[src/rtl/aes_lite_arbiter_if.sv]
// Client, engine and response signals of the AES-lite arbiter.
// The arbiter connects through the slave modport; the environment uses master.
interface aes_lite_arbiter_if;
  logic [1:0] req_valid;
  logic [1:0] req_ready;
  logic [7:0] req0_data;
  logic [7:0] req0_key;
  logic [7:0] req1_data;
  logic [7:0] req1_key;
  logic       eng_start;
  logic [7:0] eng_data;
  logic [7:0] eng_key;
  logic       eng_ready;
  logic [7:0] eng_dout;
  logic       rsp_valid;
  logic       rsp_ready;
  logic       rsp_id;
  logic [7:0] rsp_data;
  logic       rsp_err;
  logic       busy;

  modport slave (
    input  req_valid, req0_data, req0_key, req1_data, req1_key,
    input  eng_ready, eng_dout, rsp_ready,
    output req_ready, eng_start, eng_data, eng_key,
    output rsp_valid, rsp_id, rsp_data, rsp_err, busy
  );

  modport master (
    output req_valid, req0_data, req0_key, req1_data, req1_key,
    output eng_ready, eng_dout, rsp_ready,
    input  req_ready, eng_start, eng_data, eng_key,
    input  rsp_valid, rsp_id, rsp_data, rsp_err, busy
  );
endinterface

[src/rtl/aes_lite_arbiter.sv]
// Shares one AES-lite byte engine between two requesters with a timeout.
// Define AES_ARB_STRICT_PRIO_EN for fixed priority to requester 0 (default: round-robin).
module aes_lite_arbiter #(
  parameter int unsigned TIMEOUT = 31
) (
  input logic               clk,
  input logic               rst_n,
  aes_lite_arbiter_if.slave bus
);

  typedef enum logic [1:0] {S_IDLE, S_ISSUE, S_WAIT, S_RESP} state_t;

  localparam logic [7:0] TIMEOUT_CYC = 8'(TIMEOUT);

  state_t     state;
  logic [7:0] timer;
  logic       eng_start_q;
  logic [7:0] eng_data_q;
  logic [7:0] eng_key_q;
  logic       rsp_valid_q;
  logic       rsp_id_q;
  logic [7:0] rsp_data_q;
  logic       rsp_err_q;
  logic       busy_q;
  logic       grant_id;
  logic       accept;
  logic [1:0] req_ready_c;

  // A held reset must never show a completed handshake to a requester.
  assign accept = rst_n && (state == S_IDLE) && (bus.req_valid != 2'b00);

  always_comb begin
    // NOTE: every always_comb output gets a default first so no latch is inferred.
    req_ready_c = 2'b00;
    if (accept) req_ready_c[grant_id] = 1'b1;
  end

`ifdef AES_ARB_STRICT_PRIO_EN
  // Requester 0 wins whenever it is valid.
  always_comb grant_id = ~bus.req_valid[0];
`else
  logic last_id;

  always_comb begin
    grant_id = 1'b0;
    case (bus.req_valid)
      2'b10:   grant_id = 1'b1;
      2'b11:   grant_id = ~last_id;
      default: grant_id = 1'b0;
    endcase
  end

  // Fairness pointer moves only when a response is actually delivered.
  always_ff @(posedge clk) begin
    if (!rst_n) begin
      last_id <= 1'b1;
    end else if (state == S_RESP && bus.rsp_ready) begin
      last_id <= rsp_id_q;
    end
  end
`endif

  // NOTE: sequential state uses non-blocking assignments so all registers update together.
  always_ff @(posedge clk) begin
    if (!rst_n) begin
      state       <= S_IDLE;
      timer       <= 8'h00;
      eng_start_q <= 1'b0;
      eng_data_q  <= 8'h00;
      eng_key_q   <= 8'h00;
      rsp_valid_q <= 1'b0;
      rsp_id_q    <= 1'b0;
      rsp_data_q  <= 8'h00;
      rsp_err_q   <= 1'b0;
      busy_q      <= 1'b0;
    end else begin
      eng_start_q <= 1'b0;
      case (state)
        S_IDLE: begin
          if (accept) begin
            eng_data_q  <= grant_id ? bus.req1_data : bus.req0_data;
            eng_key_q   <= grant_id ? bus.req1_key  : bus.req0_key;
            rsp_id_q    <= grant_id;
            eng_start_q <= 1'b1;
            busy_q      <= 1'b1;
            state       <= S_ISSUE;
          end
        end
        S_ISSUE: begin
          timer <= 8'h00;
          state <= S_WAIT;
        end
        S_WAIT: begin
          // A result arriving in the final timeout cycle still counts as success.
          if (bus.eng_ready) begin
            rsp_data_q  <= bus.eng_dout;
            rsp_err_q   <= 1'b0;
            rsp_valid_q <= 1'b1;
            state       <= S_RESP;
          end else if (timer == TIMEOUT_CYC) begin
            rsp_data_q  <= 8'h00;
            rsp_err_q   <= 1'b1;
            rsp_valid_q <= 1'b1;
            state       <= S_RESP;
          end else begin
            timer <= timer + 8'd1;
          end
        end
        S_RESP: begin
          if (bus.rsp_ready) begin
            rsp_valid_q <= 1'b0;
            busy_q      <= 1'b0;
            state       <= S_IDLE;
          end
        end
        default: state <= S_IDLE;
      endcase
    end
  end

  assign bus.req_ready = req_ready_c;
  assign bus.eng_start = eng_start_q;
  assign bus.eng_data  = eng_data_q;
  assign bus.eng_key   = eng_key_q;
  assign bus.rsp_valid = rsp_valid_q;
  assign bus.rsp_id    = rsp_id_q;
  assign bus.rsp_data  = rsp_data_q;
  assign bus.rsp_err   = rsp_err_q;
  assign bus.busy      = busy_q;

endmodule
[src/flat_wrapper.sv]
// flat-port wrapper written by rule: the top's interface ports become plain ports
module aes_lite_arbiter_flat 
#(
  parameter int unsigned TIMEOUT = 31
)
  (clk, rst_n, bus_req_valid, bus_req0_data, bus_req0_key, bus_req1_data, bus_req1_key, bus_eng_ready, bus_eng_dout, bus_rsp_ready, bus_req_ready, bus_eng_start, bus_eng_data, bus_eng_key, bus_rsp_valid, bus_rsp_id, bus_rsp_data, bus_rsp_err, bus_busy);
  aes_lite_arbiter_if bus_i ();
  input logic clk;
  input logic rst_n;
  input wire logic [$bits(bus_i.req_valid)-1:0] bus_req_valid;
  input wire logic [$bits(bus_i.req0_data)-1:0] bus_req0_data;
  input wire logic [$bits(bus_i.req0_key)-1:0] bus_req0_key;
  input wire logic [$bits(bus_i.req1_data)-1:0] bus_req1_data;
  input wire logic [$bits(bus_i.req1_key)-1:0] bus_req1_key;
  input wire logic [$bits(bus_i.eng_ready)-1:0] bus_eng_ready;
  input wire logic [$bits(bus_i.eng_dout)-1:0] bus_eng_dout;
  input wire logic [$bits(bus_i.rsp_ready)-1:0] bus_rsp_ready;
  output wire logic [$bits(bus_i.req_ready)-1:0] bus_req_ready;
  output wire logic [$bits(bus_i.eng_start)-1:0] bus_eng_start;
  output wire logic [$bits(bus_i.eng_data)-1:0] bus_eng_data;
  output wire logic [$bits(bus_i.eng_key)-1:0] bus_eng_key;
  output wire logic [$bits(bus_i.rsp_valid)-1:0] bus_rsp_valid;
  output wire logic [$bits(bus_i.rsp_id)-1:0] bus_rsp_id;
  output wire logic [$bits(bus_i.rsp_data)-1:0] bus_rsp_data;
  output wire logic [$bits(bus_i.rsp_err)-1:0] bus_rsp_err;
  output wire logic [$bits(bus_i.busy)-1:0] bus_busy;
  assign bus_i.req_valid = bus_req_valid;
  assign bus_i.req0_data = bus_req0_data;
  assign bus_i.req0_key = bus_req0_key;
  assign bus_i.req1_data = bus_req1_data;
  assign bus_i.req1_key = bus_req1_key;
  assign bus_i.eng_ready = bus_eng_ready;
  assign bus_i.eng_dout = bus_eng_dout;
  assign bus_i.rsp_ready = bus_rsp_ready;
  assign bus_req_ready = bus_i.req_ready;
  assign bus_eng_start = bus_i.eng_start;
  assign bus_eng_data = bus_i.eng_data;
  assign bus_eng_key = bus_i.eng_key;
  assign bus_rsp_valid = bus_i.rsp_valid;
  assign bus_rsp_id = bus_i.rsp_id;
  assign bus_rsp_data = bus_i.rsp_data;
  assign bus_rsp_err = bus_i.rsp_err;
  assign bus_busy = bus_i.busy;
  aes_lite_arbiter #(.TIMEOUT(TIMEOUT)) u_core (.clk(clk), .rst_n(rst_n), .bus(bus_i));
endmodule
[config.mk]
export PLATFORM = sky130hd
export DESIGN_NAME = aes_lite_arbiter_flat
export DESIGN_NICKNAME = d
export VERILOG_FILES = /design/src/rtl/aes_lite_arbiter_if.sv /design/src/rtl/aes_lite_arbiter.sv /design/src/flat_wrapper.sv
export SDC_FILE = /design/constraint.sdc
export NUM_CORES = 1
export LEC_CHECK = 0
export CAP_MARGIN = 20
export CORE_MARGIN = 2
export CORE_UTILIZATION = 30
export DETAILED_ROUTE_END_ITERATION = 10
export GPL_TIMING_DRIVEN = 0
export PLACE_DENSITY_LB_ADDON = 0.2
export SYNTH_ARGS = -nofsm -noshare
export SYNTH_HDL_FRONTEND = slang
export SYNTH_SLANG_ARGS = --single-unit
[constraint.sdc]
create_clock -name clk -period 2.8 [get_ports clk]
set_input_delay 0.28 -clock clk [delete_from_list [all_inputs] [get_ports clk]]
set_output_delay 0.28 -clock clk [all_outputs]
set_load 0.01 [all_outputs]
Word level (Yosys, flattened, before mapping) --
Index checks and enable logic that the tools add are counted.
Cells by class: $add $sub $neg 1, magnitude comparators 2, eq/ne operators 11, mux-type cells 24, bitwise logic cells 1, reduce and logical (&&, ||, !) cells 17
Operators with widths (number):
- $mux W8 | 6
- $pmux W8 S2 | 1
- $reduce_and A3 Y1 | 4
- $mux W2 | 5
- $reduce_bool A2 Y1 | 5
- $add A8 B1 Y8 const B | 1
- $eq A2 B2 Y1 const B | 4
- $eq A8 B5 Y1 const B | 1
- $pmux W2 S4 | 1
- $mux W1 | 7
- $ne A2 B2 Y1 const B | 3
- $pmux W1 S2 | 3
- $reduce_and A2 Y1 | 3
- $logic_and A1 B1 Y1 | 4
- $ne A3 B2 Y1 const B | 1
- $eq A2 B1 Y1 const B | 1
- $logic_not A2 Y1 | 1
- $lt A1 B2 Y1 const B | 1
- $ne A2 B1 Y1 const B | 1
- $demux W1 S1 | 1
- $ge A1 B1 Y1 const B | 1
- $not A1 Y1 | 1
Word-level totals: register bits after elaboration 40, bits of input ports 46, output and inout port bits 31, word-level logic and storage cells 67

Longest topological paths before layout --
depth after elaboration 7, mapped depth 7, mapped depth without buffers 6

Least setup slack after synthesis --
OpenSTA, ideal clock, no wires.
path type reg-to-reg, from register u_core.timer[0], to register u_core.timer[4], library setup time 0.071 ns, arrival 1.560 ns, data required time 2.729 ns, setup slack 1.169 ns, cell stages (with the launch flop) 7, cells stage by stage dfxtp_1 ha_1 and4_4 buf_6 a21o_4 or3_1 a21oi_1
On the way: cells in the longest elaborated chain, start to end 4, elaborated cells on any way between the ends 7, classes of those cells add/sub (1); eq/ne (2); mux (3); reduce/logical (1)
RTL lines:
- start: declaration | RTL line aes_lite_arbiter.sv:16 | logic [7:0] timer;
- start signal: assignment | RTL line aes_lite_arbiter.sv:106 | timer <= timer + 8'd1;
- $add A8 B1 Y8 | RTL line aes_lite_arbiter.sv:106
- $mux W8 | RTL line aes_lite_arbiter.sv:100 | end else if (timer == TIMEOUT_CYC) begin
- $mux W8 | RTL line aes_lite_arbiter.sv:95 | if (bus.eng_ready) begin
- $pmux W8 S2 | RTL line aes_lite_arbiter.sv:78 | case (state)
Parallel ways exist; a longest one is shown, timed or not. The select of a mux whose other input is x is not followed. A chain may end at the register's enable or synchronous reset.

Final worst setup path --
from register u_core.state[0], to output port bus_req_ready[0]
On the way: cells in the longest elaborated chain, start to end 4
RTL lines:
- start: declaration | RTL line aes_lite_arbiter.sv:15 | state_t state;
- start signal: assignment | RTL line aes_lite_arbiter.sv:66 | state <= S_IDLE;
- start signal: assignment | RTL line aes_lite_arbiter.sv:86 | state <= S_ISSUE;
- start signal: assignment | RTL line aes_lite_arbiter.sv:91 | state <= S_WAIT;
- $logic_not A2 Y1 | RTL line aes_lite_arbiter.sv:30 | assign accept = rst_n && (state == S_IDLE) && (bus.req_valid != 2'b00);
- $logic_and A1 B1 Y1 (2 in a row) | RTL line aes_lite_arbiter.sv:30
- $mux W2 | RTL line aes_lite_arbiter.sv:35 | if (accept) req_ready_c[grant_id] = 1'b1;
- end: declaration | RTL line flat_wrapper.sv:18 | output wire logic [$bits(bus_i.req_ready)-1:0] bus_req_ready;
Every way passes these cells.

==> results.json <==
{
  "outcome": "completed",
  "dieArea_um2": 6458,
  "route.detailed.drc": 0,
  "detailedPlace.worstSlack_ns": 0.3126,
  "antenna_nets_post_route": 0,
  "numPortBuffers": 75,
  "cts_setup_buffers": 0,
  "power.static_leakage_nw": 1.014,
  "antenna_found_initial": 0,
  "area_growth_pct": 53.86,
  "io_pins": 77,
  "max_slew_margin_pct": 49.30,
  "timing_max_transition_violations_final": 0,
  "vias_per_cell": 5.133,
  "finalSetupViolCount": 0,
  "rsz0062_at_grt": "false",
  "path_cells": "inv_1 -> ha_1 -> nand3_1 -> a21oi_2 -> buf_2 -> clkdlybuf4s50_1",
  "post_cts_resize_count": 0,
  "routabilityCongestion": 0.7522,
  "post-route-min-period_ns": 2.608,
  "post_route_cells_drive_above_1_share_pct": 8.880,
  "setup.reg_to_reg.worst_slack_ns": 1.02,
  "fin_nets": 310,
  "count_of_inserted_antenna_diode_cells": 0,
  "endpoint_kind": "output port",
  "dp_hpwl_mm": 3.453,
  "areal_power_density_over_the_cells_nw_per_um2": 651.7,
  "ctsHtreeMaxLevel": 2,
  "drt-wirelength-per-cell_um": 14.62,
  "critical_path_end": "bus_req_ready[0]",
  "worst-slew-pin-transition_ns": 0.7525,
  "initial_utilization_pct": 31.38,
  "cts_root_buffer": "sky130_fd_sc_hd__clkbuf_8",
  "numPlacedInstances": 323,
  "gr-usage-all-layers_pct": 15.31,
  "drt-initial-drc-count": 150,
  "crit_path_required_time_ns": 2.52,
  "timing.final.hold_violations": 0,
  "per_instance_average_area_after_synthesis_um2": 9.939,
  "critical_path.slowest_cell": "sky130_fd_sc_hd__clkdlybuf4s50_1",
  "finalWirelength_mm": 4.838,
  "worst_path_largest_cell_delay_ns": 0.57,
  "drt-pass1-iter-count": 5,
  "worst_setup_hold_path_clk_slew_ns": 0.08,
  "cts-root-to-sink-buffers": 2,
  "synth_cells": 176,
  "worstSetupStartpointType": "flop",
  "cap_viol_max_count": 0,
  "critPathLaunch": "u_core.state[0]",
  "reg2reg_from": "u_core.state[0]",
  "grt_start_max_net_pins": 13,
  "layout_worst_path_cycle_share_pct": 93.14,
  "critical_path.reg2reg.endpoint": "u_core.bus.eng_key[3]",
  "number_of_standard_cells_in_the_final_layout_excluding_fillers": 331,
  "grt_pass1_vias": 1610,
  "totalNegativeSetupSlack_ns": 0,
  "hold_slack_ns": 0.4572,
  "placementRows": 27,
  "globalRouteOverflowTotal": 0,
  "die_width_um": 80.36,
  "vias": 1699,
  "numCtsBuffers": 5,
  "syn_area_um2": 1749,
  "max_freq_ghz": 0.3834,
  "critPathArrivalTime_ns": 2.33,
  "clk_latency_ns": 0.29,
  "final.setup_skew_ns": 0.003910,
  "reg2reg_path_depth": 7,
  "die-height_um": 80.36,
  "cp_max_fo": 10,
  "cts_sink_count": 40,
  "synth_sequential_area_ratio_pct": 45.78,
  "yosysWarningCount": 0,
  "max_rail_drop_vdd_uv": 274.6,
  "cts_tree": "done",
  "ctsHoldBuffers": 0,
  "layout_setup_ws_ns": 0.1920,
  "synthesis.nets": 228,
  "path_class": "reg -> out",
  "distinct_cell_type_count_after_synthesis": 40,
  "hp-class": "in -> reg",
  "grt_pass1_wl_mm": 7.755,
  "floorplan.core_area_um2": 5574,
  "ys_ff_latch": 40
}
## metrics by stage
step	cell area (um2)	power, mW	utilization, %
final	2691	1.754	48.28
after global routing	2691	1.872	48.28
after detailed placement	2590	1.353	46.46
after CTS	2684	1.769	48.15
after floorplan	1749	1.068	-
after global placement	2590	1.358	46.46
## layout by cell type (no fill, tap or decap), types with 2 or more instances in the layout
cell	count
sky130_fd_sc_hd__a22o_1	8
sky130_fd_sc_hd__a222oi_1	16
sky130_fd_sc_hd__clkbuf_8	6
sky130_fd_sc_hd__nand2b_1	4
sky130_fd_sc_hd__dfxtp_1	40
sky130_fd_sc_hd__nand4b_1	2
sky130_fd_sc_hd__nand2_1	9
sky130_fd_sc_hd__clkdlybuf4s50_1	75
sky130_fd_sc_hd__mux2_2	2
sky130_fd_sc_hd__and3_1	2
sky130_fd_sc_hd__o21ai_0	3
sky130_fd_sc_hd__o211ai_1	2
sky130_fd_sc_hd__nor2_1	18
sky130_fd_sc_hd__buf_2	4
sky130_fd_sc_hd__a21oi_4	3
sky130_fd_sc_hd__clkbuf_1	5
sky130_fd_sc_hd__inv_1	10
sky130_fd_sc_hd__or3_1	2
sky130_fd_sc_hd__a211oi_1	2
sky130_fd_sc_hd__a21oi_1	7
sky130_fd_sc_hd__mux2i_1	2
sky130_fd_sc_hd__ha_1	6
sky130_fd_sc_hd__nand3_1	11
## cell type report
class,instances,area (um2)
multi-input combinational,116,868.3
buffer,10,50.05
clock inverter,1,7.507
inverter,10,37.54
fill,551,2883
clock buffer,7,86.33
tap,72,90.09
timing repair buffer,75,750.7
sequential,40,800.8
## synth_stat cells, drive strengths merged
cell     count  area [um2]
inv         10       37.54
nand4b       2       17.52
a41oi        1       8.760
o21ai        4       20.01
o31ai        1       7.510
a21o         1       15.01
a41o         1       10.01
nor2        18       67.56
ha           6       75.07
a311oi       1       8.760
a21oi       11       85.08
o21a         1       7.510
nand3       11       55.05
nand2        9       33.78
a211oi       2       15.01
a221o        1       10.01
a31oi        1       6.260
and4b        1       10.01
clkbuf       4       15.01
o221ai       1       8.760
buf          6       35.03
nand2b       4       25.02
and4         1       11.26
nor3         1       16.27
o211ai       2       15.01
and3         2       12.51
o211a        1       10.01
a22o         8       70.07
mux2         2       22.52
a31o         1       8.760
a222oi      16       160.2
or3          2       12.51
dfxtp       40       800.8
mux2i        2       20.02
a2111oi      1       15.01
## cells by family (layout without fill, tap and decap cells)
family / after synthesis / in the layout / synth area share (%)
AO/OA/AOI/OAI: 55 / 55 / 27.54
AND/OR/NAND/NOR: 51 / 51 / 14.95
flip-flops: 40 / 40 / 45.78
buffers and inverters: 20 / 103 / 5.007
adder cells (fa/ha/maj): 6 / 6 / 4.292
multiplexers: 4 / 4 / 2.432
## routing by layer
layer / part of all wire (%) / global-route usage (%) / vias to the layer above
li1: - / - / 837
met1: 47 / 20.93 / 801
met2: 44 / 21.92 / 57
met3: 7.9 / 6.966 / 4
met4: 0.74 / 3.559 / 0
met5: 0 / 0 / -
## flip-flops by register name, summed over array words and instances (netlist names)
| name | flops |
|---|---|
| u_core.timer | 8 |
| u_core.bus.rsp_data | 8 |
| u_core.last_id | 1 |
| u_core.bus.busy | 1 |
| u_core.bus.eng_key | 8 |
| u_core.state | 2 |
| u_core.bus.rsp_id | 1 |
| u_core.bus.eng_start | 1 |
| u_core.bus.eng_data | 8 |
| u_core.bus.rsp_err | 1 |
| u_core.bus.rsp_valid | 1 |
## how the worst min path moves through the flow
stage,to,from,slack (ns),depth (start not counted)
floorplan,u_core.bus.rsp_err,bus_eng_ready,0.38,1
global placement,u_core.bus.rsp_data[7],u_core.bus.rsp_data[7],0.46,1
detailed placement,u_core.bus.rsp_data[1],u_core.bus.rsp_data[1],0.47,1
CTS,u_core.timer[7],rst_n,0.45,4
global route,u_core.timer[7],rst_n,0.49,4
finish,u_core.timer[7],rst_n,0.46,4
## report_power, final
part / internal [mW] / leakage (nW) / switching (mW)
logic: 0.321 / 0.644 / 0.320
registers: 0.649 / 0.326 / 0.0530
clock network: 0.201 / 0.0445 / 0.210
total: 1.17 / 1.01 / 0.583
## worst max-delay path, delay by kind of cell (launching register included)
kind	cells	cell delay (ns)
fa+ha+maj	1	0.27
buf+inv	3	0.98
compound gates	1	0.32
flops	1	0.35
simple gates	1	0.12
No activity file was read; power rests on OpenSTA's default activity.
